`config.mk`:
```
export PLATFORM = sky130hd
export DESIGN_NAME = interrupt_sequencer
export DESIGN_NICKNAME = d
export VERILOG_FILES = /design/src/rtl/interrupt_sequencer.sv
export SDC_FILE = /design/constraint.sdc
export NUM_CORES = 1
export LEC_CHECK = 0
export CAP_MARGIN = 40
export CORE_UTILIZATION = 52
export DETAILED_ROUTE_END_ITERATION = 16
export HOLD_SLACK_MARGIN = 0.05
export PLACE_DENSITY_LB_ADDON = 0.15
export SLEW_MARGIN = 5
export SYNTH_ARGS = -nofsm -noshare
export SYNTH_HDL_FRONTEND = slang
export SYNTH_SLANG_ARGS = --single-unit
export TNS_END_PERCENT = 20
```
`constraint.sdc`:
```
create_clock -name clk -period 4.6 [get_ports clk]
set_input_delay 1.15 -clock clk [delete_from_list [all_inputs] [get_ports clk]]
set_output_delay 1.15 -clock clk [all_outputs]
set_load 0.1 [all_outputs]
```
`src/rtl/interrupt_sequencer.sv`:
```
// 8259A-style interrupt acknowledge sequencer: priority resolve, ISR, EOI, rotation.
// Optional polled-mode read enabled by defining INT_SEQ_POLL_EN (adds poll_cmd).
module interrupt_sequencer #(
  parameter int NUM_IR         = 8,
  parameter int SPURIOUS_LEVEL = 7
) (
  input  logic              clk,
  input  logic              reset,
  input  logic [NUM_IR-1:0] irr,
  input  logic [NUM_IR-1:0] imr,
  input  logic [4:0]        vector_base,
  input  logic              aeoi,
  input  logic              auto_rotate,
  input  logic              inta_strobe,
  input  logic              eoi_cmd,
  input  logic              eoi_specific,
  input  logic [2:0]        eoi_level,
`ifdef INT_SEQ_POLL_EN
  input  logic              poll_cmd,
`endif
  output logic              int_out,
  output logic [NUM_IR-1:0] clear_irr,
  output logic [NUM_IR-1:0] isr,
  output logic [2:0]        priority_rotate,
  output logic [7:0]        data_out,
  output logic              data_out_en
);

  typedef enum logic [1:0] {
    IDLE = 2'd0,
    REQ  = 2'd1,
    ACK2 = 2'd2
  } state_e;

  state_e            state_q, state_d;
  logic [NUM_IR-1:0] isr_q, isr_d;
  logic [NUM_IR-1:0] clr_q, clr_d;
  logic [2:0]        rot_q, rot_d;
  logic [2:0]        lvl_q, lvl_d;
  logic              spur_q, spur_d;
  logic [7:0]        dout_q, dout_d;
  logic              den_q, den_d;

  logic [NUM_IR-1:0] isr_set, isr_clr;
  logic [3:0]        req_rank, isr_rank;
  logic [2:0]        cand_lvl, isr_lvl;
  logic              cand_vld;

  // Rank 0 is level rot+1; returns 8 when no bit is set.
  function automatic logic [3:0] top_rank(input logic [7:0] v,
                                          input logic [2:0] rot);
    logic [3:0] r;
    logic [2:0] lvl;
    r = 4'd8;
    for (int k = 7; k >= 0; k--) begin
      lvl = rot + 3'd1 + 3'(k);
      if (v[lvl]) r = 4'(k);
    end
    return r;
  endfunction

  always_comb begin
    req_rank = top_rank(irr & ~imr, rot_q);
    isr_rank = top_rank(isr_q, rot_q);
    cand_vld = (req_rank < isr_rank);
    cand_lvl = rot_q + 3'd1 + req_rank[2:0];
    isr_lvl  = rot_q + 3'd1 + isr_rank[2:0];
  end

  always_comb begin
    state_d = state_q;
    isr_set = '0;
    isr_clr = '0;
    rot_d   = rot_q;
    lvl_d   = lvl_q;
    spur_d  = spur_q;
    clr_d   = '0;
    dout_d  = dout_q;
    den_d   = 1'b0;

    if (eoi_cmd) begin
      if (eoi_specific) begin
        isr_clr[eoi_level] = 1'b1;
      end else if (isr_rank != 4'd8) begin
        isr_clr[isr_lvl] = 1'b1;
        if (auto_rotate) rot_d = isr_lvl;
      end
    end

    unique case (state_q)
      IDLE: begin
        if (cand_vld) state_d = REQ;
      end
      REQ: begin
        if (inta_strobe) begin
          state_d = ACK2;
          if (cand_vld) begin
            lvl_d             = cand_lvl;
            spur_d            = 1'b0;
            isr_set[cand_lvl] = 1'b1;
            clr_d[cand_lvl]   = 1'b1;
          end else begin
            lvl_d  = 3'(SPURIOUS_LEVEL);
            spur_d = 1'b1;
          end
        end
      end
      ACK2: begin
        if (inta_strobe) begin
          state_d = IDLE;
          dout_d  = {vector_base, lvl_q};
          den_d   = 1'b1;
          if (aeoi && !spur_q) begin
            isr_clr[lvl_q] = 1'b1;
            if (auto_rotate) rot_d = lvl_q;
          end
        end
      end
      default: state_d = IDLE;
    endcase

`ifdef INT_SEQ_POLL_EN
    // A poll read acts as a complete acknowledge in one step.
    if (poll_cmd && state_q != ACK2) begin
      state_d = IDLE;
      den_d   = 1'b1;
      if (cand_vld) begin
        dout_d            = {1'b1, 4'b0, cand_lvl};
        isr_set[cand_lvl] = 1'b1;
        clr_d[cand_lvl]   = 1'b1;
      end else begin
        dout_d = 8'h00;
      end
    end
`endif

    isr_d = (isr_q & ~isr_clr) | isr_set;
  end

  always_ff @(posedge clk) begin
    if (reset) begin
      state_q <= IDLE;
      isr_q   <= '0;
      clr_q   <= '0;
      rot_q   <= 3'd7;
      lvl_q   <= 3'd0;
      spur_q  <= 1'b0;
      dout_q  <= 8'h00;
      den_q   <= 1'b0;
    end else begin
      state_q <= state_d;
      isr_q   <= isr_d;
      clr_q   <= clr_d;
      rot_q   <= rot_d;
      lvl_q   <= lvl_d;
      spur_q  <= spur_d;
      dout_q  <= dout_d;
      den_q   <= den_d;
    end
  end

  assign int_out         = (state_q == REQ);
  assign clear_irr       = clr_q;
  assign isr             = isr_q;
  assign priority_rotate = rot_q;
  assign data_out        = dout_q;
  assign data_out_en     = den_q;

endmodule
```
==> summary.json <==
{
  "clock_tree": {
    "cts_num_sinks": 34,
    "cts_h_tree_depth": 2,
    "ctsRootBufferMaster": "clkbuf_8",
    "worst_skew_pair.late_latency_ns": 0.29,
    "clk_transition_reported_paths_ns": 0.07,
    "clock_tree_from_tritoncts": "yes",
    "clock_tree.buffer_depth": 2,
    "clock_buffer_count_from_cts": 5
  },
  "drt": {
    "post_dr_wirelength_cell_microns": 17.0,
    "drtPass1Iterations": 5,
    "drtAntennaViolNets": 0,
    "drt_wl_total_mm": 8.53,
    "vias": 3091,
    "via_per_instance_ratio": 6.16,
    "initialDrtViolationCount": 198,
    "detail_route.drc_violations": 0
  },
  "sta": {
    "final-max-slew-violation-count": 0,
    "timing_worst_slew_pin_value_ns": 0.774,
    "setup_viol": 0,
    "finClkSkew_ns": 0.00458,
    "fmax_mhz": 221,
    "post-route-min-period_ns": 4.52,
    "period_share_pct": 98.2,
    "hold_ws_ns": 0.498,
    "slew-limit-headroom_pct": 48.4,
    "finalHoldViolations": 0
  },
  "yosys": {
    "post-synth-top-area-fraction_pct": 23.1,
    "netlist-cell-type-count": 64,
    "synth_fp_nets": 357,
    "post_synth_mux_area_share_pct": 19.6,
    "synth_top_cell_by_area": "dfxtp_1",
    "synth_compound_gate_area_share_pct": 20.6,
    "synth-seq-cells": 34,
    "ys.warnings.count": 0,
    "synth_flop_cell": "dfxtp_1",
    "ys_async_sr_fraction_pct": 0,
    "synth_adder_area_share_pct": 4.32,
    "synthMostInstantiatedCell": "nor2_1",
    "synth.cells.most_frequent": "nor2_1 (35), dfxtp_1 (34), a21oi_1 (19), mux2i_1 (17), mux4_2 (16)",
    "post_synth_main_area_contributors": "dfxtp_1 (23%), mux4_2 (12%), mux2i_1 (5.8%)",
    "syn-cell-area_sq_um": 2950,
    "syn_inst": 317,
    "dominant_combinational_cell_family_by_area_after_synthesis": "simple AND/OR/NAND/NOR gates",
    "synth-edff-count": 0,
    "synth_xor_area_share_pct": 3.35,
    "seq_area_frac_synth_pct": 23.1,
    "synth_simple_gate_area_share_pct": 23.1,
    "synth_area_per_cell_sq_um": 9.31
  },
  "grt": {
    "pin_count_of_the_biggest_net_entering_global_routing": 31,
    "antenna_found_initial": 0,
    "grt.overflow.total": 0,
    "grt_pass1_wl_mm": 13.7,
    "grt.total_usage_pct": 28.7,
    "first_global_vias": 2944
  },
  "placed_design": {
    "place_congestion": 0.898,
    "dp_hpwl_mm": 6.63,
    "detailed_place.area_sq_um": 4230,
    "placement.io_buffers": 59,
    "post-place-cells": 495
  },
  "critical_path": {
    "critical_path_class": "in2reg",
    "end_kind": "flop",
    "worstPathArrival_ns": 4.73,
    "slowest_delay_ns": 0.52,
    "rr_worst_depth": 14,
    "cp-start-kind": "input port",
    "critical-path-slowest-cell": "mux4_2",
    "crit_required_ns": 4.81,
    "cp_cell_sequence": "clkdlybuf4s50_1, nor3b_2, a2111oi_0, mux4_2, nor2b_1, a222oi_1, inv_1, ha_1, fa_1, xnor2_2, o21bai_2, a211o_1, o22ai_1",
    "timing.critical_path.fanout_max": 4
  },
  "die": {
    "placement_rows": 27,
    "io-pin-count": 60,
    "chipHeight_microns": 77.3,
    "fp.dieArea_sq_um": 5980,
    "design.core.area_sq_um": 5470,
    "start_util_pct": 53.9,
    "die_x_microns": 77.3
  },
  "status": {
    "outcome": "completed"
  },
  "cells_and_area": {
    "final_design_area_no_fill_sq_um": 4340,
    "num-nets-final": 470,
    "layout.cells.non_filler": 502,
    "layout.area.seq_sq_um": 682,
    "multi_input_comb_area_sq_um": 2140,
    "flow.area_growth_from_synthesis_pct": 47.1,
    "num_antenna_cells": 0,
    "n_fill_cell": 375,
    "post_route_cells_drive_above_1_share_pct": 25.8
  },
  "hold_path": {
    "cells_on_worst_hold_path": 2,
    "hold_path.class": "reg2reg"
  },
  "flow_run": {
    "drv.max_cap_violation_count": 0
  }
}
-- what timing repair did --
action,4_1_cts,5_1_grt
setup buffers,0,0
resized for setup,0,8
hold buffers,0,0
setup endpoints to repair,0,13
-- layout make-up --
cell class              instances  share of cell area (%)
repair buffers                122                    29.8
clock buffers                   6                    1.67
well taps                      72                    2.07
multi-input cells             251                    49.2
clock inverters                 1                   0.173
flip-flops and latches         34                    15.7
inverters                      16                    1.38
-- metrics by stage --
stage | setup WS, ns | utilization, % | setup TNS (ns)
2_1_floorplan | 0.0580 | - | 0
3_3_place_gp | -0.104 | 69.3 | -0.745
3_5_place_dp | -0.202 | 77.3 | -1.93
4_1_cts | 0.0861 | 78.7 | 0
5_1_grt | -0.0662 | 79.4 | -0.395
6_report | 0.0814 | 79.4 | 0
-- placed cells by master, fill, tap and decap left out, types with 4 or more instances in the layout --
cell type	synthesis	layout
a2111oi_0	4	4
a21oi_1	19	19
buf_4	3	33
buf_8	0	29
clkbuf_8	0	5
clkdlybuf4s50_1	0	59
dfxtp_1	34	33
ha_1	7	7
inv_1	15	15
mux2i_1	17	17
mux4_2	16	16
nand2_1	12	12
nand2b_1	5	5
nand3_1	4	4
nand3b_1	7	7
nand4_1	7	7
nor2_1	35	35
nor2b_1	12	11
nor3_1	6	6
nor4bb_1	4	4
o21ai_0	10	10
o22ai_1	5	5
-- worst max-delay path, delay by kind of cell --
family,cells,cell delay (ns)
simple gates,2,0.45
mux,1,0.52
buf+inv,2,0.58
compound gates,5,1.25
fa+ha+maj,2,0.61
xor+xnor,1,0.16
-- layer usage --
metal	vias to the layer above	track usage [%]	share of wire (%)
met5	-	0	0
met4	0	9.62	2.5
met3	25	2.71	5.1
met2	115	48.8	50
met1	1488	38.2	42
li1	1463	-	-
-- final timing paths --
path / startpoint / end / slack (ns)
worst max-delay path: irr[7] / isr[7] / 0.08
worst min-delay path: data_out[6] / data_out[6] / 0.50
worst max register to register: priority_rotate[0] / isr[6] / 0.33
worst min register to register: data_out[6] / data_out[6] / 0.50
-- flip-flops by register name, indices dropped and copies added, names as in the netlist --
signal           count
clear_irr            8
spur_q               1
lvl_q                3
priority_rotate      3
state_q              2
data_out             8
isr                  8
data_out_en          1
-- kinds of logic after synthesis --
family | after synthesis
xor+xnor | 6
flops | 34
buf+inv | 32
mux | 37
fa+ha+maj | 9
compound gates | 82
simple gates | 117
Power is not shown: default switching activity piles up to over one toggle a cycle in this logic, so the estimate is an artifact.
